[src/rtl/frame_writer.sv]
// frame_writer: buffers 64-bit pixel words from the recorder in a small FIFO
// and writes them to a double-buffered frame store over a valid/ready bus.
// The camera cannot be stalled, so FIFO overflow and short frames are only
// flagged (sticky), never back-pressured.
module frame_writer #(
    parameter int                DEPTH_LOG2  = 4,
    parameter int                ADDR_W      = 24,
    parameter int                FRAME_WORDS = 259200,
    parameter logic [ADDR_W-1:0] BASE0       = 24'h000000,
    parameter logic [ADDR_W-1:0] BASE1       = 24'h040000
) (
    input  logic              par_clock,
    input  logic              reset_n,
    input  logic              FS,
    input  logic              we,
    input  logic [63:0]       pixels,
    output logic              mem_valid,
    input  logic              mem_ready,
    output logic [ADDR_W-1:0] mem_addr,
    output logic [63:0]       mem_data,
    output logic              wr_buf,
    output logic              frame_done,
    output logic              done_buf,
    output logic              overflow,
    output logic              err_short
);

    localparam int DEPTH = 1 << DEPTH_LOG2;
    localparam int PW    = DEPTH_LOG2 + 1;
    localparam int CNT_W = $clog2(FRAME_WORDS + 1);
    localparam logic [CNT_W-1:0] FRAME_CNT = CNT_W'(FRAME_WORDS);

    typedef enum logic {
        WAIT_SOF,
        STREAM
    } state_t;

    // Input capture stage
    logic              fsIn_q;
    logic              weIn_q;
    logic [63:0]       pixIn_q;

    // FIFO storage and pointers (extra MSB distinguishes full from empty)
    logic [64:0]       fifoMem_q [DEPTH];
    logic [PW-1:0]     wrPtr_q;
    logic [PW-1:0]     rdPtr_q;
    logic              sofPend_q;
    logic              sofPend_d;
    logic              overflow_q;
    logic              overflow_d;

    // Output-side state
    state_t            state_q;
    state_t            state_d;
    state_t            stateEff;
    logic [CNT_W-1:0]  count_q;
    logic [CNT_W-1:0]  count_d;
    logic              last_q;
    logic              last_d;
    logic              memValid_q;
    logic              memValid_d;
    logic [ADDR_W-1:0] memAddr_q;
    logic [ADDR_W-1:0] memAddr_d;
    logic [63:0]       memData_q;
    logic [63:0]       memData_d;
    logic              wrBuf_q;
    logic              wrBuf_d;
    logic              bufEff;
    logic              frameDone_q;
    logic              frameDone_d;
    logic              doneBuf_q;
    logic              doneBuf_d;
    logic              errShort_q;
    logic              errShort_d;

    logic              fifoEmpty;
    logic              fifoFull;
    logic              sofTag;
    logic              pushOk;
    logic              dropWord;
    logic              accept;
    logic              finish;
    logic              pop;
    logic [64:0]       headWord;

    assign fifoEmpty = (wrPtr_q == rdPtr_q);
    assign fifoFull  = (wrPtr_q[DEPTH_LOG2] != rdPtr_q[DEPTH_LOG2]) &&
                       (wrPtr_q[DEPTH_LOG2-1:0] == rdPtr_q[DEPTH_LOG2-1:0]);
    assign headWord  = fifoMem_q[rdPtr_q[DEPTH_LOG2-1:0]];

    assign accept    = memValid_q & mem_ready;
    assign finish    = accept & last_q;
    assign pop       = (~memValid_q | mem_ready) & ~fifoEmpty;

    // A pop in the same cycle frees a slot, so a push at full still succeeds.
    assign sofTag    = sofPend_q | fsIn_q;
    assign pushOk    = weIn_q & (~fifoFull | pop);
    assign dropWord  = weIn_q & fifoFull & ~pop;
    assign sofPend_d = pushOk ? 1'b0 : sofTag;
    assign overflow_d = overflow_q | dropWord;

    // Register the recorder's strobes so push decisions use stable inputs
    always_ff @(posedge par_clock or negedge reset_n) begin
        if (!reset_n) begin
            fsIn_q  <= 1'b0;
            weIn_q  <= 1'b0;
            pixIn_q <= '0;
        end else begin
            fsIn_q  <= FS;
            weIn_q  <= we;
            pixIn_q <= pixels;
        end
    end

    // FIFO data array; contents are don't-care while the pointers say empty
    always_ff @(posedge par_clock) begin
        if (pushOk) begin
            fifoMem_q[wrPtr_q[DEPTH_LOG2-1:0]] <= {sofTag, pixIn_q};
        end
    end

    // FIFO pointers, pending start-of-frame tag and sticky overflow flag
    always_ff @(posedge par_clock or negedge reset_n) begin
        if (!reset_n) begin
            wrPtr_q    <= '0;
            rdPtr_q    <= '0;
            sofPend_q  <= 1'b0;
            overflow_q <= 1'b0;
        end else begin
            if (pushOk) begin
                wrPtr_q <= wrPtr_q + PW'(1);
            end
            if (pop) begin
                rdPtr_q <= rdPtr_q + PW'(1);
            end
            sofPend_q  <= sofPend_d;
            overflow_q <= overflow_d;
        end
    end

    // Frame sequencing: decide what each popped word does, with the
    // completion of the final word taking effect before the popped word
    always_comb begin
        stateEff    = finish ? WAIT_SOF : state_q;
        bufEff      = wrBuf_q ^ finish;
        state_d     = stateEff;
        wrBuf_d     = bufEff;
        memValid_d  = memValid_q & ~accept;
        memAddr_d   = memAddr_q;
        memData_d   = memData_q;
        count_d     = count_q;
        last_d      = last_q;
        errShort_d  = errShort_q;
        frameDone_d = finish;
        doneBuf_d   = finish ? wrBuf_q : doneBuf_q;
        if (pop) begin
            if (headWord[64]) begin
                memValid_d = 1'b1;
                memAddr_d  = bufEff ? BASE1 : BASE0;
                memData_d  = headWord[63:0];
                count_d    = CNT_W'(1);
                last_d     = (FRAME_CNT == CNT_W'(1));
                state_d    = STREAM;
                if (stateEff == STREAM) begin
                    errShort_d = 1'b1;
                end
            end else if (stateEff == STREAM) begin
                memValid_d = 1'b1;
                memAddr_d  = memAddr_q + ADDR_W'(1);
                memData_d  = headWord[63:0];
                count_d    = count_q + CNT_W'(1);
                last_d     = ((count_q + CNT_W'(1)) == FRAME_CNT);
            end
        end
    end

    // Output request register, buffer selection and status flags
    always_ff @(posedge par_clock or negedge reset_n) begin
        if (!reset_n) begin
            state_q     <= WAIT_SOF;
            count_q     <= '0;
            last_q      <= 1'b0;
            memValid_q  <= 1'b0;
            memAddr_q   <= '0;
            memData_q   <= '0;
            wrBuf_q     <= 1'b0;
            frameDone_q <= 1'b0;
            doneBuf_q   <= 1'b0;
            errShort_q  <= 1'b0;
        end else begin
            state_q     <= state_d;
            count_q     <= count_d;
            last_q      <= last_d;
            memValid_q  <= memValid_d;
            memAddr_q   <= memAddr_d;
            memData_q   <= memData_d;
            wrBuf_q     <= wrBuf_d;
            frameDone_q <= frameDone_d;
            doneBuf_q   <= doneBuf_d;
            errShort_q  <= errShort_d;
        end
    end

    assign mem_valid  = memValid_q;
    assign mem_addr   = memAddr_q;
    assign mem_data   = memData_q;
    assign wr_buf     = wrBuf_q;
    assign frame_done = frameDone_q;
    assign done_buf   = doneBuf_q;
    assign overflow   = overflow_q;
    assign err_short  = errShort_q;

endmodule

[config.mk]
export PLATFORM = sky130hd
export DESIGN_NAME = frame_writer
export DESIGN_NICKNAME = d
export VERILOG_FILES = /design/src/rtl/frame_writer.sv
export SDC_FILE = /design/constraint.sdc
export NUM_CORES = 1
export LEC_CHECK = 0
export CAP_MARGIN = 10
export CORE_MARGIN = 2
export CORE_UTILIZATION = 55
export DETAILED_ROUTE_END_ITERATION = 8
export DONT_BUFFER_PORTS = 1
export GPL_ROUTABILITY_DRIVEN = 0
export GPL_TIMING_DRIVEN = 0
export HOLD_SLACK_MARGIN = 0.02
export MAX_ROUTING_LAYER = met4
export PLACE_DENSITY = 0.72
export SLEW_MARGIN = 10
export SYNTH_ARGS = -nofsm -noshare
export SYNTH_HDL_FRONTEND = slang
export SYNTH_SLANG_ARGS = --single-unit
[constraint.sdc]
create_clock -name par_clock -period 6.2 [get_ports par_clock]
set_input_delay 1.24 -clock par_clock [delete_from_list [all_inputs] [get_ports par_clock]]
set_output_delay 1.24 -clock par_clock [all_outputs]
set_load 0.03 [all_outputs]
==> reports/qor.txt, run 1 <==
SYNTH
--------------------------------------------------------------------------------------------------------
Synthesized Nets ..........................................................................        2,225
Library cells used by synthesis ...........................................................           56
Syn. warnings .............................................................................            0
Sequential cell area fraction in the yosys report .........................................       77.72%
Area of the mapped netlist ................................................................ 0.04633 sq mm
Dominant synthesized flop cell ............................................................ sky130_fd_sc_hd__edfxtp_1
Post-synthesis instance total .............................................................        2,148
Number of enable-type register cells in the synthesized netlist ...........................        1,040
Register bit count reported by yosys ......................................................        1,231
Share of async-settable or async-resettable flops after synthesis .........................       15.52%
Syn Area/Cell .............................................................................  21.57 sq um

SETUP PATH
--------------------------------------------------------------------------------------------------------
Start-to-end type of the worst setup path ................................................. flip-flop to flip-flop
Type of destination of the critical path ..................................................    flip-flop
Largest fanout on the critical path .......................................................           19
Critical Path RT ..........................................................................      6580 ps
Cells on worst reg2reg path ...............................................................            8
CP Launch Point ...........................................................................   wrPtr_q[2]
Capture point of the critical path ........................................................ fifoMem_q[11][34]
Reg-to-Reg End ............................................................................ fifoMem_q[11][34]
Register-to-register setup slack ..........................................................      2140 ps
Type of origin of the critical path .......................................................    flip-flop
Critical path arrival .....................................................................      4440 ps
Crit Reg-Reg Startpoint ...................................................................   wrPtr_q[2]

PLACED DESIGN
--------------------------------------------------------------------------------------------------------
Final HPWL from detailed placement ........................................................     65.81 mm
Post-Place Worst Slack ....................................................................      1965 ps
Number of port buffers ....................................................................            0

DRT
--------------------------------------------------------------------------------------------------------
First DRT Iteration DRCs ..................................................................        2,810
Average wire per standard cell ............................................................     31.01 um
Average vias per placed instance ..........................................................        6.346
Post-DRT Antenna Nets .....................................................................            0
Total vias in the final route .............................................................       22,470
Routed Wire Length ........................................................................     109.8 mm
Count of TritonRoute iterations in the first routing pass .................................            5
# DRC .....................................................................................            0

STA
--------------------------------------------------------------------------------------------------------
Final setup fails .........................................................................            0
Share of the clock period used by the worst path after layout .............................       65.47%
Max Freq ..................................................................................    246.3 MHz
Final hold vios ...........................................................................            0
Unrepaired setup endpoints after global routing ...........................................        false
Final-report max-slew violation count .....................................................            0
Actual transition at the worst max-transition pin .........................................      1202 ps
Crit path setup slack, layout .............................................................      2141 ps
Headroom to the max-slew limit ............................................................       19.84%
Layout Skew ...............................................................................     41.71 ps
Final TNS setup ...........................................................................         0 ps
Min cycle time layout .....................................................................      4059 ps

GLOBAL ROUTE
--------------------------------------------------------------------------------------------------------
First-pass GRT wire length ................................................................     158.8 mm
Global route overflow .....................................................................            0
Antenna violations before repair ..........................................................           23
Largest net degree at the start of global routing .........................................          192
GRT Util Overall ..........................................................................       26.63%
Vias in the first global route ............................................................       23,280

PWR
--------------------------------------------------------------------------------------------------------
Power per standard cell area .............................................................. 469.5 mW/mm^2
VDD IR-drop max ...........................................................................     313.1 uV
Leakage component of the power ............................................................     17.78 nW

FLOORPLANNING
--------------------------------------------------------------------------------------------------------
Horizontal die dimension ..................................................................     294.3 um
Row Count .................................................................................          106
Core region area .......................................................................... 0.08356 sq mm
Area of the die ........................................................................... 0.08658 sq mm
Starting density of the core ..............................................................       55.45%
Chip height ...............................................................................     294.3 um
# IOs .....................................................................................          163

FINISH
--------------------------------------------------------------------------------------------------------
Synthesis-to-layout area growth ...........................................................       14.95%
Fill count ................................................................................        5,302
Most frequent standard cell in the layout excluding fill and tap cells .................... sky130_fd_sc_hd__edfxtp_1
Highest-count cells in the layout ignoring fill and taps .................................. 1,040 x sky130_fd_sc_hd__edfxtp_1, 322 x sky130_fd_sc_hd__mux4_2, 228 x sky130_fd_sc_hd__nand2_1, 191 x sky130_fd_sc_hd__dfrtp_1, 120 x sky130_fd_sc_hd__clkbuf_16
Share of post-route cells with drive strength above 1 .....................................       26.22%
# nets final ..............................................................................        2,411

CLOCKING
--------------------------------------------------------------------------------------------------------
Root Buffer Master ........................................................................ sky130_fd_sc_hd__clkbuf_16
CTS max path bufs .........................................................................            3
Number of clock buffers inserted by TritonCTS .............................................          119
Clk_lat worst skew ........................................................................       720 ps
Post-CTS Hold Buffers .....................................................................            0
Deepest level of the CTS H-tree ...........................................................            3
CTS tree ..................................................................................          yes
Post-CTS clock slew at the launch and capture registers of the worst setup and hold paths .        60 ps
Post-CTS resize count .....................................................................            0
Setup bufs post-CTS .......................................................................            0
Total clock sinks .........................................................................        1,231

WORST HOLD PATH
--------------------------------------------------------------------------------------------------------
Path type of the worst min-delay path ..................................................... input port to asynchronous set/reset pin

FLOW RUN
--------------------------------------------------------------------------------------------------------
Max-cap violation count ...................................................................            0

STATUS
--------------------------------------------------------------------------------------------------------
Outcome ................................................................................... complete, no violations

## report_power, final
group          internal [mW]  leakage [nW]  switching (mW)  total, mW
sequential              9.99          11.7           0.925       10.9
clock                   4.19          1.96            3.11       7.30
combinational           3.03          4.07            3.76       6.79
## worst min path at each step
| stage | start | end | depth (start not counted) | slack, ps |
|---|---|---|---|---|
| 4_1_cts | reset_n | mem_addr[8] | 0 | 210 |
| 3_3_place_gp | wrPtr_q[4] | wrPtr_q[4] | 1 | 480 |
| 6_report | reset_n | mem_addr[8] | 0 | 230 |
| 5_1_grt | reset_n | mem_addr[8] | 0 | 210 |
| 2_1_floorplan | wrPtr_q[4] | wrPtr_q[4] | 1 | 460 |
| 3_5_place_dp | wrPtr_q[4] | wrPtr_q[4] | 1 | 480 |
## cell usage after synthesis, types with 2 or more instances
master	n	area share, %
sky130_fd_sc_hd__nand2_1	228	1.8
sky130_fd_sc_hd__a21o_1	5	0.081
sky130_fd_sc_hd__nand2b_1	3	0.041
sky130_fd_sc_hd__clkbuf_1	61	0.49
sky130_fd_sc_hd__or3_1	6	0.081
sky130_fd_sc_hd__inv_1	14	0.11
sky130_fd_sc_hd__ha_1	8	0.22
sky130_fd_sc_hd__dfrtp_1	191	10
sky130_fd_sc_hd__xor2_1	24	0.45
sky130_fd_sc_hd__and3_1	5	0.068
sky130_fd_sc_hd__a22o_1	4	0.076
sky130_fd_sc_hd__and4_1	7	0.13
sky130_fd_sc_hd__edfxtp_1	1040	67
sky130_fd_sc_hd__a21oi_1	9	0.097
sky130_fd_sc_hd__o21ai_1	4	0.043
sky130_fd_sc_hd__nor4_1	5	0.068
sky130_fd_sc_hd__mux2i_1	6	0.13
sky130_fd_sc_hd__o21ai_0	11	0.12
sky130_fd_sc_hd__mux4_2	322	16
sky130_fd_sc_hd__a211oi_1	2	0.032
sky130_fd_sc_hd__buf_1	6	0.049
sky130_fd_sc_hd__a31oi_1	3	0.041
sky130_fd_sc_hd__xnor2_1	14	0.26
sky130_fd_sc_hd__and2_1	5	0.068
sky130_fd_sc_hd__o211ai_1	2	0.032
sky130_fd_sc_hd__o21a_1	4	0.065
sky130_fd_sc_hd__buf_6	6	0.15
sky130_fd_sc_hd__mux2_2	3	0.073
sky130_fd_sc_hd__a21boi_1	2	0.032
sky130_fd_sc_hd__buf_2	30	0.32
sky130_fd_sc_hd__nor2b_1	2	0.027
sky130_fd_sc_hd__nand4_1	14	0.19
sky130_fd_sc_hd__nor2_1	44	0.36
sky130_fd_sc_hd__nand3_1	27	0.29
sky130_fd_sc_hd__nor3_1	10	0.11
## registers in the layout (all words and copies together) (netlist names)
signal / flops
fifoMem_q: 1040
mem_data: 64
pixIn_q: 64
mem_addr: 24
count_q: 18
rdPtr_q: 5
wrPtr_q: 5
done_buf: 1
err_short: 1
frame_done: 1
fsIn_q: 1
last_q: 1
mem_valid: 1
overflow: 1
sofPend_q: 1
state_q: 1
weIn_q: 1
wr_buf: 1
## logic make-up after synthesis
| family | Yosys count | share of synthesized area, % |
|---|---|---|
| multiplexers | 332 | 15.91 |
| buffers and inverters | 118 | 1.142 |
| AO/OA/AOI/OAI | 58 | 0.8668 |
| adder cells (fa/ha/maj) | 8 | 0.2160 |
| flip-flops | 1231 | 77.72 |
| AND/OR/NAND/NOR | 363 | 3.430 |
| XOR/XNOR | 38 | 0.7183 |
## through the flow
stage	utilization, %	hold slack [ps]	power, mW	cell area (sq um)	std cells
2_1_floorplan	-	461.9	15.44	46350	2148
3_3_place_gp	57.09	478.1	17.47	47710	3228
3_5_place_dp	58.89	477.7	17.85	49210	3292
4_1_cts	63.67	208.1	25.16	53200	3520
5_1_grt	63.73	208.8	25.89	53250	3537
6_report	63.75	230.8	25.01	53260	3541
## critical path, stage by stage (launching register included)
cell                       delay, ps
sky130_fd_sc_hd__dfrtp_1         340
sky130_fd_sc_hd__clkbuf_1        620
sky130_fd_sc_hd__xor2_1          290
sky130_fd_sc_hd__nor4_4           90
sky130_fd_sc_hd__a21boi_1        540
sky130_fd_sc_hd__nand2_1         480
sky130_fd_sc_hd__nor2_4          870
sky130_fd_sc_hd__buf_16          250
sky130_fd_sc_hd__buf_12          200
## final cells by class
| type | instances | area, sq um | area share [%] |
|---|---|---|---|
| Timing Repair Buffer | 65 | 1400 | 2.629 |
| Clock inverter | 71 | 669.4 | 1.257 |
| Inverter | 14 | 52.55 | 0.09866 |
| Multi-Input combinational cell | 799 | 9931 | 18.65 |
| Buffer | 104 | 476.7 | 0.8950 |
| Antenna cell | 20 | 50.05 | 0.09397 |
| Sequential cell | 1231 | 36010 | 67.61 |
| Tap cell | 1080 | 1351 | 2.537 |
| Clock buffer | 157 | 3322 | 6.237 |
## routing by layer
metal | track usage [%] | up-vias | share of wire, %
li1 | - | 9145 | -
met1 | 34.89 | 11870 | 37
met2 | 42.11 | 1287 | 50
met3 | 6.621 | 167 | 11
met4 | 7.578 | 0 | 2.1
met5 | - | - | 0
Power figures use the tool's default switching activity.
==> run 2, diff against run 1 <==
PLACE_DENSITY = 0.69   (was 0.72)
clock period = 4 ns   (was 6.2 ns; I/O delays follow)
==> run 2 against run 1 <==
Net effect: the flow now finishes with violations (negative hold slack); highest routed layer unchanged; total power is 56% higher; critical path depth increased by 1; routed wire length decreased by 2.7%; via count decreased by 0.20%; die area did not move; fmax is 6.8% higher.
==> reports/qor.txt, run 2 (synthesis results as in run 1) <==
PLACED DESIGN
--------------------------------------------------------------------------------------------------------
Number of port buffers ....................................................................            0   unchanged
Final HPWL from detailed placement ........................................................     65.60 mm   -0.31%
Post-Place Worst Slack ....................................................................     18.39 ps   -1947 ps

STA
--------------------------------------------------------------------------------------------------------
Layout Skew ...............................................................................     24.87 ps   -16.84 ps
Final hold vios ...........................................................................          191   +191
Final-report max-slew violation count .....................................................            0   unchanged
Headroom to the max-slew limit ............................................................       14.50%   -5.3 points
Crit path setup slack, layout .............................................................     197.3 ps   -1943 ps
Max Freq ..................................................................................    263.0 MHz   +6.8%
Final setup fails .........................................................................            0   unchanged
Worst Hold Slack ..........................................................................    -184.7 ps   -415.5 ps
Min cycle time layout .....................................................................      3803 ps   -256.7 ps
Unrepaired setup endpoints after global routing ...........................................        false
Share of the clock period used by the worst path after layout .............................       95.07%   +30 points
Actual transition at the worst max-transition pin .........................................      1283 ps   +80.15 ps

SETUP PATH
--------------------------------------------------------------------------------------------------------
CP max-delay cell ......................................................................... sky130_fd_sc_hd__nor2_4
Critical path arrival .....................................................................      4180 ps   -260 ps
Type of origin of the critical path .......................................................    flip-flop
Crit Reg-Reg Startpoint ...................................................................   rdPtr_q[1]
Cells on worst reg2reg path ...............................................................            9   +1
Critical Path Most Common Cell ............................................................ sky130_fd_sc_hd__buf_16
Largest incremental delay on the critical path ............................................       600 ps   -270 ps
Register-to-register setup slack ..........................................................       200 ps   -1940 ps
Start-to-end type of the worst setup path ................................................. flip-flop to flip-flop
Type of destination of the critical path ..................................................    flip-flop
Critical Path RT ..........................................................................      4370 ps   -2210 ps
Reg-to-Reg End ............................................................................ fifoMem_q[8][37]
CP Launch Point ...........................................................................   rdPtr_q[1]
Cells traversed along the worst timing path ............................................... clkbuf_1 -> xor2_1 -> nor4_4 -> a21boi_1 -> nand2_1 -> nor2_4 -> buf_16 -> buf_12 -> buf_16
Largest fanout on the critical path .......................................................           15   -4

FLOORPLANNING
--------------------------------------------------------------------------------------------------------
# IOs .....................................................................................          163   unchanged
Starting density of the core ..............................................................       55.45%   unchanged
Chip height ...............................................................................     294.3 um   unchanged
Horizontal die dimension ..................................................................     294.3 um   unchanged
Area of the die ........................................................................... 0.08658 sq mm   unchanged
Row Count .................................................................................          106   unchanged
Core region area .......................................................................... 0.08356 sq mm   unchanged

FINISH
--------------------------------------------------------------------------------------------------------
Utilization of the core after routing .....................................................       64.20%   +0.46 points
Flip-flop count of the largest register, all copies and words added .......................        1,040   unchanged
Fill count ................................................................................        5,352   +0.94%
Seq. cell area ............................................................................ 0.03601 sq mm   unchanged
Synthesis-to-layout area growth ...........................................................       15.78%
Highest-count cells in the layout ignoring fill and taps .................................. 1,040 x sky130_fd_sc_hd__edfxtp_1, 322 x sky130_fd_sc_hd__mux4_2, 228 x sky130_fd_sc_hd__nand2_1, 191 x sky130_fd_sc_hd__dfrtp_1, 121 x sky130_fd_sc_hd__clkbuf_16
Area of the multi-input gates ............................................................. 0.009931 sq mm   unchanged
# nets final ..............................................................................        2,433   +0.91%
Most frequent standard cell in the layout excluding fill and tap cells .................... sky130_fd_sc_hd__edfxtp_1
Share of post-route cells with drive strength above 1 .....................................       27.09%   +0.87 points

PWR
--------------------------------------------------------------------------------------------------------
VDD IR-drop max ...........................................................................     453.0 uV   +45%
Leakage component of the power ............................................................     18.02 nW   +1.4%
Power per standard cell area .............................................................. 728.0 mW/mm^2   +55%

DRT
--------------------------------------------------------------------------------------------------------
Routed Wire Length ........................................................................     106.8 mm   -2.7%
Count of TritonRoute iterations in the first routing pass .................................            5   unchanged
First DRT Iteration DRCs ..................................................................        2,398   -15%
Post-DRT Antenna Nets .....................................................................            0   unchanged
Total vias in the final route .............................................................       22,430   -0.20%
Average vias per placed instance ..........................................................        6.308   -0.59%
Average wire per standard cell ............................................................     30.05 um   -3.1%
# DRC .....................................................................................            0   unchanged

CLOCKING
--------------------------------------------------------------------------------------------------------
Post-CTS resize count .....................................................................            0   unchanged
CTS tree ..................................................................................          yes
Root Buffer Master ........................................................................ sky130_fd_sc_hd__clkbuf_16
Number of clock buffers inserted by TritonCTS .............................................          118   -0.84%
Total clock sinks .........................................................................        1,231   unchanged
CTS max path bufs .........................................................................            3   unchanged
Deepest level of the CTS H-tree ...........................................................            3   unchanged
Post-CTS clock slew at the launch and capture registers of the worst setup and hold paths .        60 ps   about the same
Clk_lat worst skew ........................................................................       690 ps   -30 ps

GLOBAL ROUTE
--------------------------------------------------------------------------------------------------------
Antenna violations before repair ..........................................................           17   -26%
Largest net degree at the start of global routing .........................................          192   unchanged
GRT Util Overall ..........................................................................       26.01%   -0.62 points
First-pass GRT wire length ................................................................     155.2 mm   -2.3%
Vias in the first global route ............................................................       22,810   -2.0%
Global route overflow .....................................................................            0   unchanged

FLOW RUN
--------------------------------------------------------------------------------------------------------
Max-cap violation count ...................................................................            0   unchanged

WORST HOLD PATH
--------------------------------------------------------------------------------------------------------
Path type of the worst min-delay path ..................................................... input port to asynchronous set/reset pin

STATUS
--------------------------------------------------------------------------------------------------------
Violations in the final reports ........................................................... negative hold slack
Outcome ................................................................................... complete, but fails checks

-- run 2: cell count changes in the layout (fill, tap and decap cells not counted), moves of 2 or more --
cell                         before  now
sky130_fd_sc_hd__bufinv_16       10   16
sky130_fd_sc_hd__clkinv_1        20    8
sky130_fd_sc_hd__clkinvlp_4       6    2
sky130_fd_sc_hd__clkbuf_2         0    2
sky130_fd_sc_hd__buf_4            1   25
sky130_fd_sc_hd__buf_12          28   21
sky130_fd_sc_hd__diode_2         20   13
sky130_fd_sc_hd__clkbuf_8        18   14
sky130_fd_sc_hd__buf_16          23   32
sky130_fd_sc_hd__clkbuf_1        80   87
-- run 2: worst max-delay path by stage --
stage,to
floorplan,fifoMem_q[7][0]
global placement,fifoMem_q[7][27]
detailed placement,fifoMem_q[3][27]
CTS,fifoMem_q[1][29]
global route,fifoMem_q[8][37]
finish,fifoMem_q[8][37]
-- run 2: stage by stage --
stage	instances	power, mW	hold WS, ps	area (sq um)	setup TNS (ps)
after floorplan	2148	23.93	461.9	46370	-477580
after CTS	3529	39.38	-211.7	53510	0
after global placement	3228	27.10	477.1	47720	-3754870
final	3555	39.05	-184.7	53650	0
after detailed placement	3294	27.72	479.4	49320	0
after global routing	3551	40.52	-212.8	53640	0
-- run 2: repair_timing --
item                                    CTS  global route
hold endpoints to repair                191           191
buffers inserted                          9            15
endpoints found under the setup margin   63           186
pin swaps                                 4             7
-- run 2: metal layers --
layer / routed length, um / GRT usage (%) / vias up
met5: 0 / - / -
met4: 2248 / 6.645 / 0
met3: 9705 / 5.264 / 152
met2: 53420 / 41.49 / 1162
met1: 41440 / 34.96 / 11920
li1: - / - / 9196
-- run 2: where the power goes --
part | switching (mW) | internal (mW)
clock network | 4.74 | 6.87
logic | 5.73 | 4.75
registers | 1.47 | 15.5
total | 11.9 | 27.1
-- run 2: cell type report --
type | instances | share of cell area (%)
clock buffers | 164 | 6.206
well taps | 1080 | 2.519
flip-flops and latches | 1231 | 67.13
plain buffers | 102 | 0.8793
repair buffers | 90 | 3.125
clock inverters | 62 | 1.474
inverters | 14 | 0.09796
multi-input cells | 799 | 18.51
diodes | 13 | 0.06064
-- run 2: worst max-delay path: cells and delay by family, from the launching register on --
kind | cells | cell delay [ps]
compound gates | 1 | 550
buf+inv | 4 | 1130
simple gates | 3 | 1130
xor+xnor | 1 | 290
flops | 1 | 360
==> run 3, diff against run 2 <==
RECOVER_POWER = 50   (was not set)
SKIP_LAST_GASP = 1   (was not set)
==> results of run 3 <==
Final layout, timing and power as in run 2 (identical DEF).
